### src/rtl/serial_pattern_sequencer_if.sv
// Bundle of the board-side handshake and detector-side serial link for serial_pattern_sequencer.
// The sequencer itself uses the slave modport; the surrounding logic uses master.
interface serial_pattern_sequencer_if #(
    parameter int WIDTH = 16,
    parameter int CNT_W = 5,
    parameter int IDX_W = 4
) ();
    logic             start;
    logic [WIDTH-1:0] word;
    logic             step_en;
    logic             det_z;
    logic             det_w;
    logic             det_en;
    logic             det_resetn;
    logic             busy;
    logic             done;
    logic [CNT_W-1:0] hit_count;
    logic [IDX_W-1:0] first_hit_idx;
    logic             hit_seen;

    modport slave (
        input  start, word, step_en, det_z,
        output det_w, det_en, det_resetn, busy, done, hit_count, first_hit_idx, hit_seen
    );

    modport master (
        output start, word, step_en, det_z,
        input  det_w, det_en, det_resetn, busy, done, hit_count, first_hit_idx, hit_seen
    );
endinterface

### src/rtl/serial_pattern_sequencer.sv
// Feeds a latched pattern MSB-first into the serial sequence detector and tallies its hits.
// Define SEQ_PACE_EN to advance the shift only on step_en; otherwise one bit per clk.
module serial_pattern_sequencer #(
    parameter int WIDTH = 16,
    parameter int CNT_W = 5,
    parameter int IDX_W = 4
) (
    input  logic clk,
    input  logic resetn,
    serial_pattern_sequencer_if.slave bus
);
    // state   | meaning
    // S_IDLE  | waiting for start
    // S_CLEAR | detector held in reset for one cycle
    // S_SHIFT | presenting pattern bit k on det_w
    // S_DRAIN | sampling z for the last bit
    // S_DONE  | one-cycle done pulse, start accepted as in idle
    typedef enum logic [2:0] {
        S_IDLE,
        S_CLEAR,
        S_SHIFT,
        S_DRAIN,
        S_DONE
    } state_t;

    localparam logic [IDX_W-1:0] K_LAST = IDX_W'(WIDTH - 1);

    state_t           state_q, state_d;
    logic [WIDTH-1:0] pat_q, pat_d;
    logic [IDX_W-1:0] k_q, k_d;
    logic             smp_q, smp_d;
    logic [IDX_W-1:0] smp_idx_q, smp_idx_d;
    logic             det_w_q, det_w_d;
    logic             busy_q, busy_d;
    logic             done_q, done_d;
    logic [CNT_W-1:0] hit_count_q, hit_count_d;
    logic [IDX_W-1:0] first_hit_idx_q, first_hit_idx_d;
    logic             hit_seen_q, hit_seen_d;
    logic             step;

`ifdef SEQ_PACE_EN
    assign step       = (state_q == S_SHIFT) && bus.step_en;
    assign bus.det_en = step;
`else
    logic det_en_q, det_en_d;
    logic step_en_unused;

    assign step_en_unused = bus.step_en;
    assign step           = (state_q == S_SHIFT);
    assign bus.det_en     = det_en_q;
`endif

    always_comb begin
        state_d         = state_q;
        pat_d           = pat_q;
        k_d             = k_q;
        det_w_d         = det_w_q;
        hit_count_d     = hit_count_q;
        first_hit_idx_d = first_hit_idx_q;
        hit_seen_d      = hit_seen_q;
        smp_d           = step;
        smp_idx_d       = step ? k_q : smp_idx_q;

        // z reflects the bit stepped in the previous cycle
        if (smp_q && bus.det_z) begin
            if (hit_count_q != {CNT_W{1'b1}}) begin
                hit_count_d = hit_count_q + 1'b1;
            end
            if (!hit_seen_q) begin
                hit_seen_d      = 1'b1;
                first_hit_idx_d = smp_idx_q;
            end
        end

        case (state_q)
            S_IDLE, S_DONE: begin
                if (bus.start) begin
                    pat_d           = bus.word;
                    hit_count_d     = '0;
                    hit_seen_d      = 1'b0;
                    first_hit_idx_d = '0;
                    state_d         = S_CLEAR;
                end else begin
                    state_d = S_IDLE;
                end
            end
            S_CLEAR: begin
                state_d = S_SHIFT;
                k_d     = '0;
                det_w_d = pat_q[WIDTH-1];
            end
            S_SHIFT: begin
                if (step) begin
                    if (k_q == K_LAST) begin
                        state_d = S_DRAIN;
                    end else begin
                        k_d     = k_q + 1'b1;
                        pat_d   = pat_q << 1;
                        det_w_d = pat_q[WIDTH-2];
                    end
                end
            end
            S_DRAIN: state_d = S_DONE;
            default: state_d = S_IDLE;
        endcase

        busy_d = (state_d == S_CLEAR) || (state_d == S_SHIFT) || (state_d == S_DRAIN);
        done_d = (state_d == S_DONE);
`ifndef SEQ_PACE_EN
        det_en_d = (state_d == S_SHIFT);
`endif
    end

    always_ff @(posedge clk) begin
        if (!resetn) begin
            state_q         <= S_IDLE;
            pat_q           <= '0;
            k_q             <= '0;
            smp_q           <= 1'b0;
            smp_idx_q       <= '0;
            det_w_q         <= 1'b0;
            busy_q          <= 1'b0;
            done_q          <= 1'b0;
            hit_count_q     <= '0;
            first_hit_idx_q <= '0;
            hit_seen_q      <= 1'b0;
`ifndef SEQ_PACE_EN
            det_en_q        <= 1'b0;
`endif
        end else begin
            state_q         <= state_d;
            pat_q           <= pat_d;
            k_q             <= k_d;
            smp_q           <= smp_d;
            smp_idx_q       <= smp_idx_d;
            det_w_q         <= det_w_d;
            busy_q          <= busy_d;
            done_q          <= done_d;
            hit_count_q     <= hit_count_d;
            first_hit_idx_q <= first_hit_idx_d;
            hit_seen_q      <= hit_seen_d;
`ifndef SEQ_PACE_EN
            det_en_q        <= det_en_d;
`endif
        end
    end

    // board reset also clears the detector
    assign bus.det_resetn    = resetn && (state_q != S_CLEAR);
    assign bus.det_w         = det_w_q;
    assign bus.busy          = busy_q;
    assign bus.done          = done_q;
    assign bus.hit_count     = hit_count_q;
    assign bus.first_hit_idx = first_hit_idx_q;
    assign bus.hit_seen      = hit_seen_q;
endmodule

### src/flat_wrapper.sv
// flat-port wrapper written by rule: the top's interface ports become plain ports
module serial_pattern_sequencer_flat 
#(
    parameter int WIDTH = 16,
    parameter int CNT_W = 5,
    parameter int IDX_W = 4
)
  (clk, resetn, bus_start, bus_word, bus_step_en, bus_det_z, bus_det_w, bus_det_en, bus_det_resetn, bus_busy, bus_done, bus_hit_count, bus_first_hit_idx, bus_hit_seen);
  serial_pattern_sequencer_if #(.WIDTH(WIDTH), .CNT_W(CNT_W), .IDX_W(IDX_W)) bus_i ();
  input  logic clk;
  input  logic resetn;
  input wire logic [$bits(bus_i.start)-1:0] bus_start;
  input wire logic [$bits(bus_i.word)-1:0] bus_word;
  input wire logic [$bits(bus_i.step_en)-1:0] bus_step_en;
  input wire logic [$bits(bus_i.det_z)-1:0] bus_det_z;
  output wire logic [$bits(bus_i.det_w)-1:0] bus_det_w;
  output wire logic [$bits(bus_i.det_en)-1:0] bus_det_en;
  output wire logic [$bits(bus_i.det_resetn)-1:0] bus_det_resetn;
  output wire logic [$bits(bus_i.busy)-1:0] bus_busy;
  output wire logic [$bits(bus_i.done)-1:0] bus_done;
  output wire logic [$bits(bus_i.hit_count)-1:0] bus_hit_count;
  output wire logic [$bits(bus_i.first_hit_idx)-1:0] bus_first_hit_idx;
  output wire logic [$bits(bus_i.hit_seen)-1:0] bus_hit_seen;
  assign bus_i.start = bus_start;
  assign bus_i.word = bus_word;
  assign bus_i.step_en = bus_step_en;
  assign bus_i.det_z = bus_det_z;
  assign bus_det_w = bus_i.det_w;
  assign bus_det_en = bus_i.det_en;
  assign bus_det_resetn = bus_i.det_resetn;
  assign bus_busy = bus_i.busy;
  assign bus_done = bus_i.done;
  assign bus_hit_count = bus_i.hit_count;
  assign bus_first_hit_idx = bus_i.first_hit_idx;
  assign bus_hit_seen = bus_i.hit_seen;
  serial_pattern_sequencer #(.WIDTH(WIDTH), .CNT_W(CNT_W), .IDX_W(IDX_W)) u_core (.clk(clk), .resetn(resetn), .bus(bus_i));
endmodule
### config.mk
export PLATFORM = sky130hd
export DESIGN_NAME = serial_pattern_sequencer_flat
export DESIGN_NICKNAME = d
export VERILOG_FILES = /design/src/rtl/serial_pattern_sequencer_if.sv /design/src/rtl/serial_pattern_sequencer.sv /design/src/flat_wrapper.sv
export SDC_FILE = /design/constraint.sdc
export NUM_CORES = 1
export LEC_CHECK = 0
export BUFFER_PORTS_ARGS = -buffer_cell sky130_fd_sc_hd__clkbuf_2
export CELL_PAD_IN_SITES_DETAIL_PLACEMENT = 1
export CELL_PAD_IN_SITES_GLOBAL_PLACEMENT = 1
export CORE_AREA = 3 3 71 73
export DETAILED_ROUTE_END_ITERATION = 16
export DIE_AREA = 0 0 74 76
export PLACE_DENSITY_LB_ADDON = 0.1
export SYNTH_ARGS = -nofsm -noshare
export SYNTH_HDL_FRONTEND = slang
export SYNTH_SLANG_ARGS = --single-unit
### constraint.sdc
create_clock -name clk -period 2.3 [get_ports clk]
set_input_delay 0.345 -clock clk [delete_from_list [all_inputs] [get_ports clk]]
set_output_delay 0.345 -clock clk [all_outputs]
set_load 0.01 [all_outputs]
# ---- After elaboration in Yosys (flattened, before gate mapping)
# Cells that the tools add are included.
dict set report word_totals {
  memories 0
  out_inout_bits 15
  in_bits 21
  register_bits 42
  wordCells 58
  latch_bits 0
  mem_bits_rw 0
  rom_bits 0
}
dict set report classes {
  magnitude_cmp 0
  muxes 21
  div_mod_pow 0
  eq_ne 13
  shift 0
  addsub 2
  n_mul 0
  n_reduce_logical 10
  bitwise 0
}
# operator n
set op_table {}
lappend op_table {{16-bit 2-to-1 mux} 2}
lappend op_table {{16-bit one-hot mux with 2 select lines} 1}
lappend op_table {{4-bit 2-to-1 mux} 5}
lappend op_table {{5-bit 2-to-1 mux} 4}
lappend op_table {{3-bit by 2-bit equality test with 1-bit output, second input constant} 4}
lappend op_table {{3-bit one-hot mux with 4 select lines} 1}
lappend op_table {{4-bit one-hot mux with 2 select lines} 1}
lappend op_table {{3-bit by 1-bit equality test with 1-bit output, second input constant} 2}
lappend op_table {{3-bit equality test, second input constant} 2}
lappend op_table {{5-bit by 1-bit adder with 5-bit output, second input constant} 1}
lappend op_table {{1-bit 2-to-1 mux} 5}
lappend op_table {{5-bit inequality test, second input constant} 1}
lappend op_table {{4-bit by 1-bit adder with 4-bit output, second input constant} 1}
lappend op_table {{4-bit equality test, second input constant} 1}
lappend op_table {{2-bit inequality test, second input constant} 2}
lappend op_table {{2-bit nonzero test} 2}
lappend op_table {{3-bit zero test} 1}
lappend op_table {{3-bit 2-to-1 mux} 1}
lappend op_table {{3-bit by 1-bit inequality test with 1-bit output, second input constant} 1}
lappend op_table {{3-bit AND reduction} 1}
lappend op_table {{1-bit logical AND} 2}
lappend op_table {{1-bit logical OR} 2}
lappend op_table {{1-bit one-hot mux with 2 select lines} 1}
lappend op_table {{2-bit AND reduction} 1}
lappend op_table {{2-bit OR reduction} 1}

# ---- Logic depth before layout (Yosys ltp)
dict set report depth {
  depth_word 6
  ltp_mapped 6
  mapped_depth_nobuf 5
}

# ---- Worst setup path before layout
# Ideal clock, no wire load.
dict set report synth_path {
  kind {reg2reg}
  start {reg u_core.state_q[1]}
  end {reg u_core.k_q[3]}
  setup_ns 0.121
  stages_incl_launch_ff 6
  period_less_slack_ns 1.605
  slack_ns 0.695
  t_required_ns 2.179
  arrival_ns 1.483
  n_path_buf 1
  cell_sequence {dfxtp_1 or3b_1 buf_2 o21ai_4 nand4_1 mux2_4}
}
dict set report synth_between {
  elab_chain_cells 3
  elab_cells_between_ends 6
  classes_between {3 x eq/ne; 1 x mux; 2 x reduce/logical}
}
# element line_no
set synth_lines {}
lappend synth_lines {{start, declared} serial_pattern_sequencer.sv:28} ;# state_t state_q, state_d;
lappend synth_lines {{start signal, assigned} serial_pattern_sequencer.sv:131} ;# state_q <= state_d;
lappend synth_lines {{3-bit by 2-bit equality test with 1-bit output / 3-bit by 1-bit equality test with 1-bit output (equally long branches)} {serial_pattern_sequencer.sv:49, serial_pattern_sequencer.sv:75}}
lappend synth_lines {{2-bit inequality test (no source line) / 2-bit nonzero test (equally long branches)} --}
lappend synth_lines {{2-bit AND reduction (no source line)} --}
lappend synth_lines {{end signal, assigned} serial_pattern_sequencer.sv:133} ;# k_q <= k_d;
lappend synth_lines {{end, declared} serial_pattern_sequencer.sv:30} ;# logic [IDX_W-1:0] k_q, k_d;
# Parallel ways exist; a longest one is shown, timed or not.
# A chain may end at the register's enable or synchronous reset.

# ---- Final worst setup path
dict set report layout_path {
  start {reg u_core.state_q[0]}
  end {out bus_det_resetn}
}
dict set report layout_between {
  elab_chain_cells 2
}
# element line_no
set layout_lines {}
lappend layout_lines {{3-bit by 1-bit inequality test with 1-bit output} serial_pattern_sequencer.sv:149} ;# assign bus.det_resetn = resetn && (state_q != S_CLEAR);
lappend layout_lines {{1-bit logical AND} serial_pattern_sequencer.sv:149}
lappend layout_lines {{end, declared} flat_wrapper.sv:18} ;# output wire logic [$bits(bus_i.det_resetn)-1:0] bus_det_resetn;
# Every way passes these cells.

==> out/metrics.yaml <==
worst_pin_slew_ns: 0.4856
die_area_mm2: 0.005624
finalClockSkew_ns: 0.006410
yosysTopAreaCellShare_pct: 49.27
ys_ff_latch: 42
r2r_cells: 4
coreArea_mm2: 0.004414
post_cts_resize_count: 0
rows: 24
clock_latency_ns: 0.29
wl_um: 3880
total_power_mw: 1.531
max-cap-violations: 0
hold_buffers: 0
cp-startpoint: "u_core.state_q[0]"
tns_ns: 0
cts-root-buf: "clkbuf_8"
grt_pass1_vias: 1532
numPlacedInstances: 280
grt_max_degree: 31
critPathMaxFanout: 7
vias_per_cell: 5.184
die_h_um: 76
status: "finished, final reports clean"
endpoint: "bus_det_resetn"
clockBufferDepth: 2
ff2ff_setup_slack_ns: 0.39
vdd_drop_max_mv: 0.2687
setup_viol_count_final: 0
ios: 36
synth_area_leaders: "dfxtp_1, nand2_1, a31oi_1"
grt_pass1_wl_um: 6699
final_nets: 258
numCtsBuffers: 5
num_antenna_cells: 0
drt_pass1_iterations: 4
gr-total-overflow: 0
drc: 0
synth_top_area_cell: "dfxtp_1"
fmax_mhz: 512.6
synth_warnings: 0
synth.most_common_cell: "nand2_1"
cp.arrival_ns: 1.61
critPathLaunchType: "register"
period_minus_slack_ns: 1.951
initial_core_util_pct: 38.66
io_buffer_count: 34
place_congestion: 0.7423
slew_viol_final: 0
synth_fp_nets: 226
grtUsageTotal_pct: 14.77
synth-async-reset-ratio_pct: 0
antenna_left: 0
p_leak_nw: 0.8957
cts_tree: "built"
synth-edff-count: 0
htreeDepth: 2
vias: 1493
end_kind: "primary output"
rr_startpoint: "u_core.state_q[1]"
final.period_utilization_pct: 84.82
antenna_found_initial: 0
instances_no_fill: 288
syn_inst: 203
worstPathRequired_ns: 1.96
drive_above_1_share_pct: 22.03
ys.flop_type: "dfxtp_1"
dieWidth_um: 74
ys_seq_area_share_pct: 49.27
final_hold_viol_count: 0
wl_per_cell_um: 13.47
post-dp-hpwl_um: 2917
clkSinkCount: 42
min_path_type: "input port to register"
crit_type: "register to primary output"
p_per_area_mw_per_mm2: 753.6
synth_area_per_cell_um2: 8.407
r2r-end: "u_core.k_q[3]"
synth_common_cells: "nand2_1, dfxtp_1, o21ai_0"
initialDrtViolationCount: 61
synth_cell_types: 28
timing.hold.ws_ns: 0.2887
cts_post_setup_buffers_inserted: 0
maxSlewHeadroom_pct: 67.63
rsz0062_at_grt: "false"
syn-cell-area_mm2: 0.001707
path_clk_slew_ns: 0.08
area_growth_pct: 19.06
[where the power goes]
group / switching (mW) / internal [mW] / leakage [nW]
clock: 0.246 / 0.319 / 0.0579
combinational: 0.102 / 0.0679 / 0.494
sequential: 0.0251 / 0.771 / 0.343
total: 0.373 / 1.16 / 0.896
[layer usage]
| layer | share of wire [%] | GRT usage [%] | up-vias | wire length [µm] |
|---|---|---|---|---|
| met2 | 49 | 25.89 | 27 | 1902 |
| met3 | 4.5 | 4.485 | 5 | 173 |
| met5 | 0 | 0 | - | 0 |
| met4 | 1.1 | 4.529 | 0 | 44 |
| met1 | 45 | 16.71 | 701 | 1759 |
| li1 | - | - | 760 | - |
[cell usage in the layout (no fill, tap or decap), types with 2 or more instances in the layout]
| master | n |
|---|---|
| clkinv_2 | 2 |
| o21ai_0 | 17 |
| nand2_1 | 48 |
| dfxtp_1 | 42 |
| clkbuf_2 | 34 |
| nand3_1 | 6 |
| buf_4 | 4 |
| mux2i_1 | 8 |
| inv_1 | 2 |
| and2_1 | 6 |
| and3_1 | 2 |
| nand4_1 | 3 |
| or3b_2 | 2 |
| ha_1 | 2 |
| nor2_1 | 15 |
| a21boi_0 | 5 |
| a31oi_1 | 16 |
| a21oi_1 | 3 |
| clkbuf_8 | 5 |
| o21ai_1 | 2 |
[critical path, cell delays in order, from the launching register on]
cell	delay, ns
dfxtp_1	0.46
or3b_2	0.55
nand2_1	0.14
inv_1	0.05
clkbuf_2	0.12
[cell families (layout without fill, tap and decap cells)]
logic type,after synthesis,in the layout,synth area share (%)
compound gates,47,47,16.86
mux,9,9,5.572
buf+inv,15,48,3.592
fa+ha+maj,2,2,1.466
flops,42,42,49.27
simple gates,87,87,22.73
xor+xnor,1,1,0.5133
[registers in the layout (all words and copies together), names as in the netlist]
signal,cells
u_core.bus.hit_count,5
u_core.bus.done,1
u_core.bus.hit_seen,1
u_core.pat_q,16
u_core.smp_q,1
u_core.bus.det_w,1
u_core.bus.first_hit_idx,4
u_core.smp_idx_q,4
u_core.state_q,3
u_core.k_q,4
u_core.bus.busy,1
u_core.bus.det_en,1
[layout make-up]
type / instances / area (µm²)
inverters: 2 / 7.507
clock inverters: 3 / 40.04
well taps: 52 / 65.06
multi-input cells: 146 / 809.5
clock buffers: 5 / 68.82
flip-flops and latches: 42 / 840.8
repair buffers: 38 / 200.2
fillers: 537 / 2382
[metrics by stage]
stage	area [µm²]	utilization, %	worst slack [ns]
after floorplan	1707	-	0.6954
after global placement	1923	43.57	0.4414
after detailed placement	1923	43.57	0.3862
after CTS	2032	46.03	0.3313
after global routing	2032	46.03	0.2274
final	2032	46.03	0.3491
[worst min path at each step]
stage,from,end,slack [ns],depth (start not counted)
floorplan,u_core.smp_idx_q[0],u_core.smp_idx_q[0],0.44,2
global placement,u_core.pat_q[10],u_core.pat_q[11],0.45,2
detailed placement,u_core.smp_idx_q[3],u_core.smp_idx_q[3],0.46,2
CTS,bus_word[6],u_core.pat_q[6],0.28,3
global route,bus_word[2],u_core.pat_q[2],0.29,3
finish,bus_word[6],u_core.pat_q[6],0.29,3
(Power assumes the default switching activity.)
